===== src/rtl/fifo_prog_thresh.sv =====
// fifo_prog_thresh: single-clock FIFO with thresholds programmed in an INIT
// state, an error state entered on overflow/underflow, registered read data,
// and occupancy-derived status flags.
//
// Ports:
//   clk                          rising-edge clock
//   reset_L                      asynchronous active-low reset
//   init                         enter INIT (flush FIFO, clear error)
//   almost_empty_threshold_input almost-empty level, latched while in INIT
//   almost_full_threshold_input  almost-full level, latched while in INIT
//   wr_en / data_in              write request and data
//   rd_en                        read request
//   data_out / valid_out         registered read data, valid for one cycle
//   empty_flag, full_flag, almost_empty_flag, almost_full_flag, error_flag
//   count                        occupancy 0..FIFO_DEPTH
//   state                        INIT=0, IDLE=1, ACTIVE=2, ERROR=3
module fifo_prog_thresh #(
    parameter int FIFO_DEPTH     = 8,
    parameter int FIFO_WORD_SIZE = 10,
    parameter int FIFO_PTR_SIZE  = $clog2(FIFO_DEPTH)
) (
    input  logic                      clk,
    input  logic                      reset_L,
    input  logic                      init,
    input  logic [FIFO_PTR_SIZE-1:0]  almost_empty_threshold_input,
    input  logic [FIFO_PTR_SIZE-1:0]  almost_full_threshold_input,
    input  logic                      wr_en,
    input  logic [FIFO_WORD_SIZE-1:0] data_in,
    input  logic                      rd_en,
    output logic [FIFO_WORD_SIZE-1:0] data_out,
    output logic                      valid_out,
    output logic                      empty_flag,
    output logic                      full_flag,
    output logic                      almost_empty_flag,
    output logic                      almost_full_flag,
    output logic                      error_flag,
    output logic [FIFO_PTR_SIZE:0]    count,
    output logic [1:0]                state
);

    localparam logic [1:0] ST_INIT   = 2'd0;
    localparam logic [1:0] ST_IDLE   = 2'd1;
    localparam logic [1:0] ST_ACTIVE = 2'd2;
    localparam logic [1:0] ST_ERROR  = 2'd3;

    localparam logic [FIFO_PTR_SIZE:0]   LP_DEPTH  = (FIFO_PTR_SIZE+1)'(FIFO_DEPTH);
    localparam logic [FIFO_PTR_SIZE-1:0] LP_AE_RST = FIFO_PTR_SIZE'(FIFO_DEPTH / 4);
    localparam logic [FIFO_PTR_SIZE-1:0] LP_AF_RST = FIFO_PTR_SIZE'(FIFO_DEPTH - FIFO_DEPTH / 4);

    logic [1:0]                r_state;
    logic [FIFO_PTR_SIZE-1:0]  r_wr_ptr;
    logic [FIFO_PTR_SIZE-1:0]  r_rd_ptr;
    logic [FIFO_PTR_SIZE:0]    r_count;
    logic [FIFO_WORD_SIZE-1:0] r_data_out;
    logic                      r_valid;
    logic                      r_error;
    logic [FIFO_PTR_SIZE-1:0]  r_ae_th;
    logic [FIFO_PTR_SIZE-1:0]  r_af_th;
    logic [FIFO_WORD_SIZE-1:0] r_mem [FIFO_DEPTH];

    logic                      w_run;
    logic                      w_underflow;
    logic                      w_overflow;
    logic                      w_err;
    logic                      w_wr_acc;
    logic                      w_rd_acc;
    logic [FIFO_PTR_SIZE:0]    w_count_next;

    // Accesses are only considered in IDLE/ACTIVE and never on an init cycle.
    // Once no error is detected, a write at full implies a read in the same
    // cycle, and a read implies count>0, so acceptance reduces to the request.
    always_comb begin
        w_run        = !init && (r_state == ST_IDLE || r_state == ST_ACTIVE);
        w_underflow  = w_run && rd_en && (r_count == '0);
        w_overflow   = w_run && wr_en && !rd_en && (r_count == LP_DEPTH);
        w_err        = w_underflow || w_overflow;
        w_wr_acc     = w_run && !w_err && wr_en;
        w_rd_acc     = w_run && !w_err && rd_en;
        w_count_next = r_count;
        if (w_wr_acc && !w_rd_acc)
            w_count_next = r_count + 1'b1;
        else if (w_rd_acc && !w_wr_acc)
            w_count_next = r_count - 1'b1;
    end

    always_ff @(posedge clk or negedge reset_L) begin
        if (!reset_L) begin
            r_state    <= ST_INIT;
            r_wr_ptr   <= '0;
            r_rd_ptr   <= '0;
            r_count    <= '0;
            r_data_out <= '0;
            r_valid    <= 1'b0;
            r_error    <= 1'b0;
            r_ae_th    <= LP_AE_RST;
            r_af_th    <= LP_AF_RST;
        end else begin
            // Thresholds track the inputs on every cycle spent in INIT,
            // including the cycle that leaves it.
            if (r_state == ST_INIT) begin
                r_ae_th <= almost_empty_threshold_input;
                r_af_th <= almost_full_threshold_input;
            end

            if (init) begin
                r_state  <= ST_INIT;
                r_wr_ptr <= '0;
                r_rd_ptr <= '0;
                r_count  <= '0;
                r_error  <= 1'b0;
                r_valid  <= 1'b0;
            end else begin
                case (r_state)
                    ST_INIT: begin
                        r_state <= ST_IDLE;
                        r_valid <= 1'b0;
                    end
                    ST_IDLE, ST_ACTIVE: begin
                        if (w_err) begin
                            r_state <= ST_ERROR;
                            r_error <= 1'b1;
                            r_valid <= 1'b0;
                        end else begin
                            if (w_wr_acc)
                                r_wr_ptr <= r_wr_ptr + 1'b1;
                            if (w_rd_acc) begin
                                r_rd_ptr   <= r_rd_ptr + 1'b1;
                                r_data_out <= r_mem[r_rd_ptr];
                                r_valid    <= 1'b1;
                            end else begin
                                r_valid <= 1'b0;
                            end
                            r_count <= w_count_next;
                            r_state <= (w_wr_acc || w_count_next != '0) ? ST_ACTIVE : ST_IDLE;
                        end
                    end
                    ST_ERROR: begin
                        r_valid <= 1'b0;
                    end
                    default: begin
                        r_state <= ST_INIT;
                        r_valid <= 1'b0;
                    end
                endcase
            end
        end
    end

    // Storage needs no reset: count and pointers define which entries are live.
    always_ff @(posedge clk) begin
        if (w_wr_acc)
            r_mem[r_wr_ptr] <= data_in;
    end

    assign data_out          = r_data_out;
    assign valid_out         = r_valid;
    assign error_flag        = r_error;
    assign count             = r_count;
    assign state             = r_state;
    assign empty_flag        = (r_count == '0);
    assign full_flag         = (r_count == LP_DEPTH);
    assign almost_empty_flag = (r_count != '0) && (r_count <= {1'b0, r_ae_th});
    assign almost_full_flag  = !full_flag && (r_af_th != '0) && (r_count >= {1'b0, r_af_th});

endmodule


===== config.mk =====
export PLATFORM = sky130hd
export DESIGN_NAME = fifo_prog_thresh
export DESIGN_NICKNAME = d
export VERILOG_FILES = /design/src/rtl/fifo_prog_thresh.sv
export SDC_FILE = /design/constraint.sdc
export NUM_CORES = 1
export LEC_CHECK = 0
export CORE_ASPECT_RATIO = 0.75
export CORE_MARGIN = 2
export CORE_UTILIZATION = 57
export DETAILED_ROUTE_END_ITERATION = 6
export HOLD_SLACK_MARGIN = 0.08
export PLACE_DENSITY = 0.78
export SLEW_MARGIN = 25
export SYNTH_ARGS = -nofsm -noshare
export SYNTH_HDL_FRONTEND = slang
export SYNTH_SLANG_ARGS = --single-unit

===== constraint.sdc =====
create_clock -name clk -period 3.2 [get_ports clk]
set_clock_uncertainty 0.1 [all_clocks]
set_input_delay 0.64 -clock clk [delete_from_list [all_inputs] [get_ports clk]]
set_output_delay 0.64 -clock clk [all_outputs]
set_load 0.005 [all_outputs]

# After elaboration in Yosys (flattened, before gate mapping)
# Memories as Yosys holds them, arrays and structs flattened. A register that Yosys moved wholly into a read port is not among the register bits.
# Index checks and enable logic that the tools add are counted.
# W data, S select, Z words.
# totals
latchBits	0
regBits	20
n_memories	1
mem_bits_rw	80
word_cells	89
mem_bits_ro	0
# op_classes
eq_ne	5
shifts	0
addsub	4
n_div	0
order_cmp	2
multipliers	0
n_reduce_logical	41
mux	26
bitwise	2
# memory_table
memory	words	width	read_ports	rd_ports_with_merged_regs	wr	line_no	rtl
r_mem	8	10	1	1	1	59	logic [FIFO_WORD_SIZE-1:0] r_mem [FIFO_DEPTH];
# op_table
cell	n
$mux W3	8
$mux W4	5
$logic_and A1 B1 Y1	14
$mux W1	8
$reduce_bool A2 Y1	4
$reduce_bool A4 Y1	2
$logic_not A1 Y1	7
$add A3 B1 Y3 const B	2
$mux W2	3
$reduce_and A3 Y1	2
$reduce_bool A3 Y1	2
$add A4 B1 Y4 const B	1
$eq A2 B2 Y1 const B	2
$eq A4 B4 Y1 const B	1
$ge A4 B3 Y1	1
$le A4 B3 Y1	1
$logic_not A4 Y1	1
$pmux W2 S2	1
$reduce_and A2 Y1	2
$reduce_and A4 Y1	1
$reduce_or A2 Y1	2
$sub A4 B1 Y4 const B	1
$logic_or A1 B1 Y1	3
$eq A2 B1 Y1 const B	1
4 further kinds	5

# Longest topological paths before layout
# depth
word_depth	20
depth_mapped	8
depth_no_buf	8

# Least setup slack after synthesis
# No wires, ideal clock.
# synth_timing
kind	reg-to-reg
from	register r_count[0], in the netlist count[0]
to	memory r_mem[0][0], enable pin
synth_period_minus_slack_ns	2.509
stages_incl_launch_ff	7
arrival_time_ns	2.019
path_buffers	0
path_slack_ns	0.691
cell_sequence	dfrtp_1 -> inv_1 -> ha_1 -> nand2b_1 -> o2111a_1 -> nand2b_1 -> nor3_1
# synth_between
elab_chain_cells	8
word_cells_on_any_way	10
# synth_rtl
element	line_no	rtl
start, declared	53	logic [FIFO_PTR_SIZE:0] r_count;
start signal, assigned	133	r_count <= w_count_next;
$eq A4 B4 Y1 or $logic_not A4 Y1 (tied branches)	75, 74	
$logic_and A1 B1 Y1, on equally long branches	75, 74	
$logic_or A1 B1 Y1 (*)	76	w_err = w_underflow || w_overflow;
$logic_not A1 Y1 (*)	77	w_wr_acc = w_run && !w_err && wr_en;
$logic_and A1 B1 Y1 (*) (2 in series)	77	
$mux W1 (*)	151	if (w_wr_acc)
$mux W1 (implied by the code) (*)	152	r_mem[r_wr_ptr] <= data_in;
end, declared	59	
# Every way passes the cells marked *; elsewhere a longest branch is shown, timed or not.

# Worst setup path after layout
# layout_timing
from	register r_count[1], in the netlist count[1]
to	output empty_flag
# layout_between
elab_chain_cells	1
# layout_rtl
element	line_no	rtl
$logic_not A4 Y1	160	assign empty_flag = (r_count == '0);
end, declared	32	output logic empty_flag,
# Every way passes these cells.

==> run_summary.xml <==
<?xml version="1.0" encoding="UTF-8"?>
<metrics>
  <group name="min_path">
    <metric name="min_path_type" unit="">register to register</metric>
  </group>
  <group name="floorplanning">
    <metric name="effective_utilization_at_floorplan" unit="%">58.4</metric>
    <metric name="fp.coreArea" unit="sq um">7880</metric>
    <metric name="floorplan.rows" unit="">28</metric>
    <metric name="die_height" unit="microns">81.9</metric>
    <metric name="die_w" unit="microns">108</metric>
    <metric name="die_area" unit="sq um">8820</metric>
    <metric name="floorplan.io_pins" unit="">43</metric>
  </group>
  <group name="detailed_routing">
    <metric name="dr.first_iter.drc_count" unit="">137</metric>
    <metric name="route.detailed.vias_per_inst" unit="">5.66</metric>
    <metric name="route.detailed.wl_per_inst" unit="microns">18.1</metric>
    <metric name="routed-via-count" unit="">2579</metric>
    <metric name="drc" unit="">0</metric>
    <metric name="drt_wl_total" unit="microns">8260</metric>
    <metric name="met1Wirelength" unit="microns">4050</metric>
    <metric name="wl_met3" unit="microns">353</metric>
    <metric name="dr.pass1.iters" unit="">4</metric>
    <metric name="ant_nets" unit="">0</metric>
    <metric name="topRoutingLayerUsed" unit="">met4</metric>
    <metric name="detailroute.wirelength.met2" unit="microns">3810</metric>
  </group>
  <group name="final_layout">
    <metric name="final-seq-area" unit="sq um">3160</metric>
    <metric name="finalNetCount" unit="">379</metric>
    <metric name="antenna-diode-count" unit="">0</metric>
    <metric name="num-fill-cells" unit="">548</metric>
    <metric name="post-route-util" unit="%">68.5</metric>
    <metric name="final_cells" unit="">456</metric>
    <metric name="multi_input_area" unit="sq um">1360</metric>
    <metric name="layout.cells.most_common_list" unit="">80 x edfxtp_1, 42 x clkdlybuf4s50_1, 27 x nor2_1, 27 x dfrtp_1, 20 x mux4_2</metric>
    <metric name="final_common_cell" unit="">edfxtp_1</metric>
    <metric name="synthToLayoutAreaGrowth" unit="%">17.2</metric>
    <metric name="layout-drive-gt1-share" unit="%">16.5</metric>
  </group>
  <group name="clocking">
    <metric name="clock_latency" unit="ns">0.36</metric>
    <metric name="cts_tree" unit="">yes</metric>
    <metric name="cts.sinks" unit="">110</metric>
    <metric name="cts-hold-fix-buffers" unit="">0</metric>
    <metric name="ctsHtreeMaxLevel" unit="">3</metric>
    <metric name="cts_buffers" unit="">9</metric>
    <metric name="cts-root-to-sink-buffers" unit="">2</metric>
    <metric name="path_clk_slew" unit="ns">0.10</metric>
    <metric name="cts.root.buffer_cell" unit="">clkbuf_8</metric>
  </group>
  <group name="synthesis">
    <metric name="yosysWarnings" unit="">0</metric>
    <metric name="synth_cell_type_count" unit="">36</metric>
    <metric name="synth_seq_area_share" unit="%">68.5</metric>
    <metric name="mappedNetlistNets" unit="">323</metric>
    <metric name="syn_area_per_cell" unit="sq um">15.9</metric>
    <metric name="postSynthRegisterBits" unit="">110</metric>
    <metric name="syn-instance-count" unit="">290</metric>
    <metric name="synth_area" unit="sq um">4610</metric>
  </group>
  <group name="timing">
    <metric name="tns" unit="ns">0</metric>
    <metric name="final.min_clock_period" unit="ns">3.05</metric>
    <metric name="slew_viol_final" unit="">0</metric>
    <metric name="timing_worst_slew_pin_value" unit="ns">0.659</metric>
    <metric name="setup_viol_count_final" unit="">0</metric>
    <metric name="final.period_utilization" unit="%">95.3</metric>
    <metric name="report.final.hold_viol_count" unit="">0</metric>
    <metric name="maxClockFrequency" unit="MHz">328</metric>
    <metric name="rsz_0062_raised_after_global_routing" unit="">false</metric>
    <metric name="max_slew_margin" unit="%">56.1</metric>
  </group>
  <group name="critical_path">
    <metric name="timing.critical_path.slowest_cell_delay" unit="ns">0.52</metric>
    <metric name="cp_slowest_cell" unit="">clkdlybuf4s50_1</metric>
    <metric name="critPathLaunchType" unit="">register</metric>
    <metric name="criticalPathCategory" unit="">register to output port</metric>
    <metric name="cp_max_fo" unit="">7</metric>
    <metric name="worst_ep_required_time" unit="ns">2.46</metric>
    <metric name="worstPathArrival" unit="ns">2.31</metric>
    <metric name="endpoint_kind" unit="">output port</metric>
    <metric name="crit_path_cell_trace" unit="">inv_1, ha_1, or3b_1, inv_1, clkdlybuf4s50_1</metric>
    <metric name="crit_top_cell" unit="">inv_1</metric>
  </group>
  <group name="power">
    <metric name="p_leak" unit="nW">1.93</metric>
    <metric name="worst_vdd_drop" unit="V">0.000328</metric>
    <metric name="p_per_area" unit="nW/um^2">641</metric>
  </group>
  <group name="placed_design">
    <metric name="place.detailed.instances" unit="">440</metric>
    <metric name="gp_congestion" unit="">0.884</metric>
    <metric name="dp_hpwl" unit="microns">5630</metric>
    <metric name="place.port_buffers" unit="">42</metric>
  </group>
  <group name="global_routing">
    <metric name="groute.usage.overall" unit="%">20.0</metric>
    <metric name="global_route.overflow_total" unit="">0</metric>
    <metric name="grt_max_degree" unit="">31</metric>
    <metric name="antenna_found_initial" unit="">0</metric>
    <metric name="number_of_global_route_vias_before_repair" unit="">2402</metric>
    <metric name="grt_pass1_wl" unit="microns">12600</metric>
  </group>
  <group name="job">
    <metric name="maxCapViolations" unit="">0</metric>
  </group>
  <group name="outcome">
    <metric name="run_status" unit="">complete, no violations</metric>
  </group>
</metrics>
final cells by class:
class | count | area share, %
Clock buffer | 9 | 2.29
Clock inverter | 7 | 1.16
Inverter | 14 | 0.973
Multi-Input combinational cell | 156 | 25.1
Sequential cell | 110 | 58.4
Tap cell | 105 | 2.43
Timing Repair Buffer | 55 | 9.59
worst paths after layout:
path                             from    endpoint  slack (ns)  depth (start not counted)
setup / recovery             count[1]  empty_flag        0.15                          5
hold / removal             error_flag  error_flag        0.42                          2
setup reg to reg             count[1]    state[1]        0.82                          8
hold reg to reg            error_flag  error_flag        0.42                          2
max in group asynchronous     reset_L  r_af_th[1]        2.12                          2
min in group asynchronous     reset_L    state[1]        0.55                          2
per-layer routing:
| layer | track usage [%] | up-vias |
|---|---|---|
| met3 | 4.76 | 5 |
| met1 | 29.9 | 1298 |
| met4 | 5.38 | 0 |
| met5 | 0 | - |
| met2 | 29.8 | 57 |
| li1 | - | 1219 |
stage by stage:
stage               hold WS [ns]  area (sq um)  setup WS, ns  power [W]
finish                     0.416          5400         0.150    0.00346
global route               0.446          5400       0.00393    0.00366
CTS                        0.428          5400        0.0947    0.00349
detailed placement         0.403          5220         0.385    0.00272
global placement           0.392          5220         0.438    0.00268
floorplan                  0.244          4610         0.691    0.00231
power by group:
group | total [W] | switching, W | leakage (nW) | internal (W)
clock network | 0.000778 | 0.000476 | 0.0980 | 0.000301
registers | 0.00178 | 0.0000875 | 1.10 | 0.00169
logic | 0.000901 | 0.000413 | 0.736 | 0.000488
total | 0.00346 | 0.000977 | 1.93 | 0.00248
sequential cells by signal, summed over array words and instances, names as in the netlist:
register and cells:
r_mem 80, data_out 10, valid_out 1, r_rd_ptr 3, state 2, count 4, r_af_th 3, r_wr_ptr 3
r_ae_th 3, error_flag 1
what timing repair did:
action                                  CTS  global route
endpoints found under the setup margin    0             2
gates resized for setup                   0             1
buffers inserted                          0             0
endpoints found under the hold margin     0             0
critical path: cells and delay by family (launching register included):
| family | cells | cell delay [ns] |
|---|---|---|
| buffers and inverters | 3 | 0.85 |
| flip-flops | 1 | 0.48 |
| AND/OR/NAND/NOR | 1 | 0.42 |
| adder cells (fa/ha/maj) | 1 | 0.21 |
synthesized netlist by cell type:
| cell | count | area, sq um |
|---|---|---|
| and3_1 | 2 | 12.5 |
| nand3_1 | 3 | 15.0 |
| ha_1 | 12 | 150 |
| or3_1 | 3 | 18.8 |
| and3b_1 | 1 | 8.76 |
| nor3_1 | 7 | 35.0 |
| inv_1 | 14 | 52.6 |
| and4bb_2 | 1 | 12.5 |
| xor2_1 | 2 | 17.5 |
| buf_2 | 3 | 15.0 |
| clkbuf_1 | 7 | 26.3 |
| o311a_1 | 2 | 20.0 |
| mux2_2 | 2 | 22.5 |
| and2_1 | 2 | 12.5 |
| a211oi_1 | 2 | 15.0 |
| a21boi_0 | 1 | 7.51 |
| edfxtp_1 | 80 | 2400 |
| dfstp_2 | 3 | 78.8 |
| nor2_1 | 27 | 101 |
| o2111a_1 | 1 | 11.3 |
| mux4_2 | 20 | 450 |
| or3b_1 | 1 | 8.76 |
| xnor2_1 | 2 | 17.5 |
| nand2b_1 | 5 | 31.3 |
| mux2i_1 | 12 | 120 |
| o21ai_0 | 7 | 35.0 |
| a21oi_1 | 15 | 75.1 |
| o211ai_2 | 2 | 25.0 |
| nor4bb_1 | 1 | 10.0 |
| a21o_1 | 3 | 22.5 |
| dfrtp_1 | 27 | 676 |
| a31oi_1 | 1 | 6.26 |
| nand3b_1 | 3 | 22.5 |
| o211ai_1 | 2 | 15.0 |
| nand2_1 | 13 | 48.8 |
| or4_1 | 1 | 7.51 |
kinds of logic (layout without fill, tap and decap cells):
kind of cell / Yosys count / count (layout) / share of synthesized area (%)
AO/OA/AOI/OAI: 36 / 36 / 5.05
XOR/XNOR: 4 / 4 / 0.761
adder cells (fa/ha/maj): 12 / 12 / 3.26
buffers and inverters: 24 / 85 / 2.04
flip-flops: 110 / 110 / 68.5
multiplexers: 34 / 34 / 12.9
AND/OR/NAND/NOR: 70 / 70 / 7.50
Power figures use the tool's default switching activity.
